### src/rtl/instr_cache_assoc.sv
// Multi-port set-associative instruction cache with registered lookup, FIFO replacement
// and a single shared line-refill engine arbitrated round-robin across fetch ports.
module instr_cache_assoc #(
  parameter int unsigned XLEN  = 32,
  parameter int unsigned SETS  = 8,
  parameter int unsigned WAYS  = 2,
  parameter int unsigned WORDS = 4,
  parameter int unsigned PORTS = 2
) (
  input  logic                            clock,
  input  logic                            reset,
  input  logic                            flush,
  input  logic [PORTS-1:0]                read,
  input  logic [PORTS-1:0][XLEN-1:0]      address,
  output logic [PORTS-1:0]                hit,
  output logic [PORTS-1:0][XLEN-1:0]      instr,
  output logic                            mem_read,
  output logic [XLEN-1:0]                 mem_address,
  input  logic [WORDS-1:0][XLEN-1:0]      mem_data,
  input  logic                            mem_ready
);

  localparam int unsigned OffW    = $clog2(WORDS);
  localparam int unsigned IdxW    = $clog2(SETS);
  localparam int unsigned LineLsb = 2 + OffW;
  localparam int unsigned TagLsb  = LineLsb + IdxW;
  localparam int unsigned TagW    = XLEN - TagLsb;
  localparam int unsigned LineW   = XLEN - LineLsb;
  localparam int unsigned WayW    = (WAYS > 1) ? $clog2(WAYS) : 1;
  localparam int unsigned PortW   = (PORTS > 1) ? $clog2(PORTS) : 1;

  typedef enum logic [0:0] {StIdle, StRequest} state_e;

  state_e                         state_q;
  logic [WAYS-1:0]                valid_q  [SETS];
  logic [TagW-1:0]                tag_q    [SETS][WAYS];
  logic [WORDS-1:0][XLEN-1:0]     data_q   [SETS][WAYS];
  logic [WayW-1:0]                victim_q [SETS];
  logic [LineW-1:0]               line_q;
  logic [PortW-1:0]               rr_q;
  logic                           flush_pend_q;
  logic [PORTS-1:0]               hit_q;
  logic [PORTS-1:0][XLEN-1:0]     instr_q;
  logic                           mem_read_q;
  logic [XLEN-1:0]                mem_address_q;

  logic [PORTS-1:0][OffW-1:0]     p_off;
  logic [PORTS-1:0][IdxW-1:0]     p_idx;
  logic [PORTS-1:0][TagW-1:0]     p_tag;
  logic [PORTS-1:0]               match;
  logic [PORTS-1:0][XLEN-1:0]     word;
  logic [PORTS-1:0]               miss;
  logic                           sel_valid;
  logic [PortW-1:0]               sel_port;
  logic [LineW-1:0]               sel_line;
  logic                           clear;
  logic [IdxW-1:0]                fill_idx;
  logic [TagW-1:0]                fill_tag;
  logic                           has_inv;
  logic [WayW-1:0]                vict;
  logic [WayW-1:0]                vict_next;
  logic                           fill;

  assign hit         = hit_q;
  assign instr       = instr_q;
  assign mem_read    = mem_read_q;
  assign mem_address = mem_address_q;

  for (genvar p = 0; p < PORTS; p++) begin : g_split
    assign p_off[p] = address[p][LineLsb-1:2];
    assign p_idx[p] = address[p][TagLsb-1:LineLsb];
    assign p_tag[p] = address[p][XLEN-1:TagLsb];
  end

  always_comb begin
    match = '0;
    word  = '0;
    for (int p = 0; p < PORTS; p++) begin
      for (int w = 0; w < WAYS; w++) begin
        if (valid_q[p_idx[p]][w] && (tag_q[p_idx[p]][w] == p_tag[p])) begin
          match[p] = 1'b1;
          word[p]  = data_q[p_idx[p]][w][p_off[p]];
        end
      end
    end
  end

  assign miss  = read & ~match;
  assign clear = (state_q == StIdle) && (flush || flush_pend_q);

  // Search begins at rr_q, which always points just past the last-served port.
  always_comb begin
    sel_valid = 1'b0;
    sel_port  = '0;
    for (int i = 0; i < PORTS; i++) begin
      if (!sel_valid && miss[(int'(rr_q) + i) % int'(PORTS)]) begin
        sel_valid = 1'b1;
        sel_port  = PortW'((int'(rr_q) + i) % int'(PORTS));
      end
    end
  end

  assign sel_line = address[sel_port][XLEN-1:LineLsb];
  assign fill_idx = line_q[IdxW-1:0];
  assign fill_tag = line_q[LineW-1:IdxW];
  assign fill     = (state_q == StRequest) && mem_ready;

  // Descending scan so the lowest-index invalid way wins.
  always_comb begin
    has_inv = 1'b0;
    vict    = victim_q[fill_idx];
    for (int w = WAYS - 1; w >= 0; w--) begin
      if (!valid_q[fill_idx][w]) begin
        has_inv = 1'b1;
        vict    = WayW'(w);
      end
    end
  end

  assign vict_next = (victim_q[fill_idx] == WayW'(WAYS - 1)) ? '0 : victim_q[fill_idx] + 1'b1;

  always_ff @(posedge clock) begin
    if (reset) begin
      state_q       <= StIdle;
      flush_pend_q  <= 1'b0;
      rr_q          <= '0;
      line_q        <= '0;
      hit_q         <= '0;
      instr_q       <= '0;
      mem_read_q    <= 1'b0;
      mem_address_q <= '0;
      for (int s = 0; s < SETS; s++) begin
        valid_q[s]  <= '0;
        victim_q[s] <= '0;
      end
    end else begin
      hit_q   <= read & match & {PORTS{~clear}};
      instr_q <= word;
      case (state_q)
        StIdle: begin
          if (clear) begin
            flush_pend_q <= 1'b0;
            for (int s = 0; s < SETS; s++) begin
              valid_q[s]  <= '0;
              victim_q[s] <= '0;
            end
          end else if (sel_valid) begin
            line_q        <= sel_line;
            mem_read_q    <= 1'b1;
            mem_address_q <= {sel_line, {LineLsb{1'b0}}};
            rr_q          <= (sel_port == PortW'(PORTS - 1)) ? '0 : sel_port + 1'b1;
            state_q       <= StRequest;
          end
        end
        StRequest: begin
          if (flush) flush_pend_q <= 1'b1;
          if (mem_ready) begin
            valid_q[fill_idx][vict] <= 1'b1;
            if (!has_inv) victim_q[fill_idx] <= vict_next;
            mem_read_q <= 1'b0;
            state_q    <= StIdle;
          end
        end
        default: state_q <= StIdle;
      endcase
    end
  end

  always_ff @(posedge clock) begin
    if (!reset && fill) begin
      tag_q[fill_idx][vict]  <= fill_tag;
      data_q[fill_idx][vict] <= mem_data;
    end
  end

endmodule

### config.mk
export PLATFORM = sky130hd
export DESIGN_NAME = instr_cache_assoc
export DESIGN_NICKNAME = d
export VERILOG_FILES = /design/src/rtl/instr_cache_assoc.sv
export SDC_FILE = /design/constraint.sdc
export NUM_CORES = 2
export LEC_CHECK = 0
export BUFFER_PORTS_ARGS = -buffer_cell sky130_fd_sc_hd__buf_2
export CORE_MARGIN = 2
export CORE_UTILIZATION = 57
export DETAILED_ROUTE_END_ITERATION = 10
export PLACE_DENSITY_LB_ADDON = 0.3
export SLEW_MARGIN = 20
export SYNTH_ARGS = -nofsm -noshare
export SYNTH_HDL_FRONTEND = slang
export SYNTH_SLANG_ARGS = --single-unit
### constraint.sdc
create_clock -name clock -period 27.6 [get_ports clock]
set_clock_uncertainty 0.15 [all_clocks]
set_input_delay 2.76 -clock clock [delete_from_list [all_inputs] [get_ports clock]]
set_output_delay 2.76 -clock clock [all_outputs]
set_load 0.005 [all_outputs]
==> impl_metrics.json <==
{
  "syn_to_final_growth_pct": 10.88,
  "antenna_left": 0,
  "dieArea_um2": 211400,
  "power_frac_comb_pct": 6.5,
  "post-dp-hpwl_um": 196600,
  "final_area_um2": 131300,
  "synth-adder-area-share_pct": 0,
  "initialDrtViolationCount": 9826,
  "yosys.area_share.simple_pct": 3.727,
  "place_area_um2": 122400,
  "gp_congestion": 0.8932,
  "yosys-mux-area-fraction_pct": 25.84,
  "final-hold-violation-count": 0,
  "cts_setup_buffers": 0,
  "post-route-min-period_ns": 9.367,
  "io_pins": 297,
  "min_from": "valid_q[1][0]$_DFF_P_",
  "fin_cells": 9479,
  "core_um2": 206900,
  "start_kind": "input port",
  "yosysSeqAreaShare_pct": 64.25,
  "cts.sinks": 2573,
  "layout_commonest_cell": "edfxtp_1",
  "ys_types": 63,
  "intPower_w": 0.006654,
  "path_cells": "buf_8, buf_4, buf_4, mux4_2, mux2i_1, xor2_1, o211ai_1, nor4_1, and4_4, buf_12, buf_4, a211oi_1, a311o_1, a41oi_1",
  "worstPathRequired_ns": 28.21,
  "worstHoldPathType": "register to register",
  "fin_tns_setup_ns": 0,
  "power_density_nw_per_um2": 64.72,
  "final_cell_mix": "edfxtp_1 (2456), mux4_2 (1175), nand2_1 (679)",
  "critPathTopFamily": "buffers and inverters",
  "die_height_um": 459.8,
  "die_x_um": 459.8,
  "overflow": 0,
  "power.leakage_nw": 43.59,
  "p_switching_w": 0.001845,
  "whs_ns": 0.3554,
  "antenna_found_initial": 87,
  "grt_pass1_wl_um": 503000,
  "numCtsBuffers": 282,
  "synth-compound-area-share_pct": 3.565,
  "power_frac_seq_pct": 50.8,
  "ir_drop_v": 0.00007331,
  "critPathLaunch": "address[6]",
  "crit_type": "input port to register",
  "first_pass_iters": 6,
  "clk_pin_slew_ns": 0.06,
  "tightest_slew_ns": 1.211,
  "setup_violations": 0,
  "swShare_pct": 21.70,
  "wire_per_inst_um": 37.23,
  "rsz0062_at_grt": "no",
  "critPathMaxFanout": 124,
  "relSlewSlack_pct": 19.09,
  "crit_path_end_kind": "register",
  "ff2ff_setup_slack_ns": 21.38,
  "cts-hold-fix-buffers": 0,
  "insertion_delay_ns": 0.95,
  "p_clk_share_pct": 42.8,
  "fin_nets": 6712,
  "cpPeakStageDelay_ns": 0.91,
  "routed_via_density": 7.320,
  "final_max_slew_viol_count": 0,
  "crit_buf_inv": 5,
  "fillers": 13840,
  "layout-drive-gt1-share_pct": 30.79,
  "rows": 167,
  "cts_max_path_buffers": 4,
  "outcome": "completed",
  "fmax_mhz": 106.8,
  "synth_seq_cells": 2573,
  "async_flop_share_pct": 0,
  "syn_area_um2": 118400,
  "synth_top_family_by_area": "multiplexers",
  "syn_inst": 6292,
  "place_inst": 8934,
  "via_count": 69390,
  "route.detailed.drc": 0,
  "drv_cap": 0,
  "ys.flop_type": "edfxtp_1",
  "grt_pass1_vias": 69710,
  "worst_path_max_delay_cell": "buf_4",
  "synth_xor_area_share_pct": 0.6286,
  "initial_core_util_pct": 57.25,
  "cts-resized-gates": 0,
  "numPortBuffers": 288,
  "cts_tree": "built",
  "cp.arrival_ns": 9.98,
  "path_common_cell": "buf_4",
  "drt-total-wl_um": 352900,
  "ctsRootBufferMaster": "clkbuf_16",
  "grt_util_all_layers_pct": 33.64,
  "ys.warnings.count": 0,
  "synth_edf_count": 2456,
  "h-tree-depth": 5,
  "grt_max_degree": 152,
  "synth.avg_cell_area_um2": 18.82,
  "finalCritPeriodShare_pct": 33.94
}
==> metrics by stage <==
step / worst slack [ns] / total power, W / utilization [%]
after global placement: 17.46 / 0.004932 / 59.18
after floorplan: 17.00 / 0.004753 / -
after global routing: 18.21 / 0.008698 / 63.45
after detailed placement: 17.37 / 0.004942 / 59.19
final: 18.23 / 0.008499 / 63.48
after CTS: 18.36 / 0.008515 / 63.41
==> metal layers <==
layer / share of wire [%] / vias to the layer above / GRT usage, %
li1: - / 27050 / -
met1: 35 / 36260 / 45.09
met2: 47 / 5126 / 52.10
met3: 13 / 903 / 8.611
met4: 5.2 / 48 / 16.14
met5: 0.097 / - / 0
==> synth_stat cells, types with 18 or more instances <==
| cell | instances | share of area, % |
|---|---|---|
| buf_2 | 83 | 0.35 |
| xor2_1 | 65 | 0.48 |
| buf_1 | 75 | 0.24 |
| o211ai_1 | 90 | 0.57 |
| and2_1 | 31 | 0.16 |
| a21oi_1 | 42 | 0.18 |
| dfxtp_1 | 117 | 2.0 |
| a32oi_1 | 63 | 0.47 |
| a32o_1 | 31 | 0.26 |
| nand4_1 | 18 | 0.095 |
| mux4_2 | 1175 | 22 |
| buf_4 | 29 | 0.18 |
| edfxtp_1 | 2456 | 62 |
| nor2_1 | 80 | 0.25 |
| a211oi_1 | 113 | 0.72 |
| o22ai_1 | 19 | 0.10 |
| clkbuf_1 | 266 | 0.84 |
| mux2_2 | 32 | 0.30 |
| mux2i_1 | 378 | 3.2 |
| a41oi_1 | 29 | 0.21 |
| o21ai_0 | 19 | 0.080 |
| a22oi_1 | 28 | 0.18 |
| nand2_1 | 681 | 2.2 |
| buf_6 | 34 | 0.32 |
| xnor2_1 | 20 | 0.15 |
| nand3_1 | 95 | 0.40 |
| nor2b_1 | 46 | 0.24 |
| a311o_1 | 27 | 0.23 |
==> state kept, by name (all words and copies together) (netlist names), named ones only <==
name and flops:
victim_q 8, tag_q 400, data_q 2048, mem_read 1, valid_q 16, state_q 1
instr 64, flush_pend_q 1, hit 2, rr_q 1, line_q 28
==> cell type report <==
class	count	area, um2	share of cell area [%]
Sequential cell	2573	76090	57.94
Clock inverter	104	932.1	0.7098
Multi-Input combinational cell	3227	40190	30.60
Tap cell	2704	3383	2.576
Antenna cell	64	160.2	0.1220
Inverter	6	23.77	0.01810
Clock buffer	377	7790	5.932
Timing Repair Buffer	424	2753	2.096
==> path summary, 6_finish.rpt <==
path / endpoint / cells past startpoint
min: valid_q[1][0]$_DFF_P_ / 1
max: instr[24]$_SDFF_PP0_ / 14
min reg2reg: valid_q[1][0]$_DFF_P_ / 1
max reg2reg: data_q[7][84]$_DFFE_PP_ / 7
==> cells by family after synthesis <==
kind of cell,after synthesis
buffers and inverters,495
flip-flops,2573
multiplexers,1585
other,1
AO/OA/AOI/OAI,535
AND/OR/NAND/NOR,1018
XOR/XNOR,85
==> power groups by stage <==
stage / Sequential [W] / Clock, W / Combinational, W
2_1_floorplan: 0.00439 / 0 / 0.000361
3_3_place_gp: 0.00440 / 0 / 0.000536
3_5_place_dp: 0.00440 / 0 / 0.000544
4_1_cts: 0.00432 / 0.00365 / 0.000547
5_1_grt: 0.00432 / 0.00380 / 0.000579
6_report: 0.00432 / 0.00363 / 0.000550
==> worst reg2reg max path, stage by stage, from the launching register on <==
cell and delay, ns:
dfxtp_1 0.62, mux4_2 0.56, mux2_2 0.31, a211o_1 0.53
nor2_4 0.93, buf_4 0.93, buf_4 1.00, buf_4 0.75
Power figures use the tool's default switching activity.
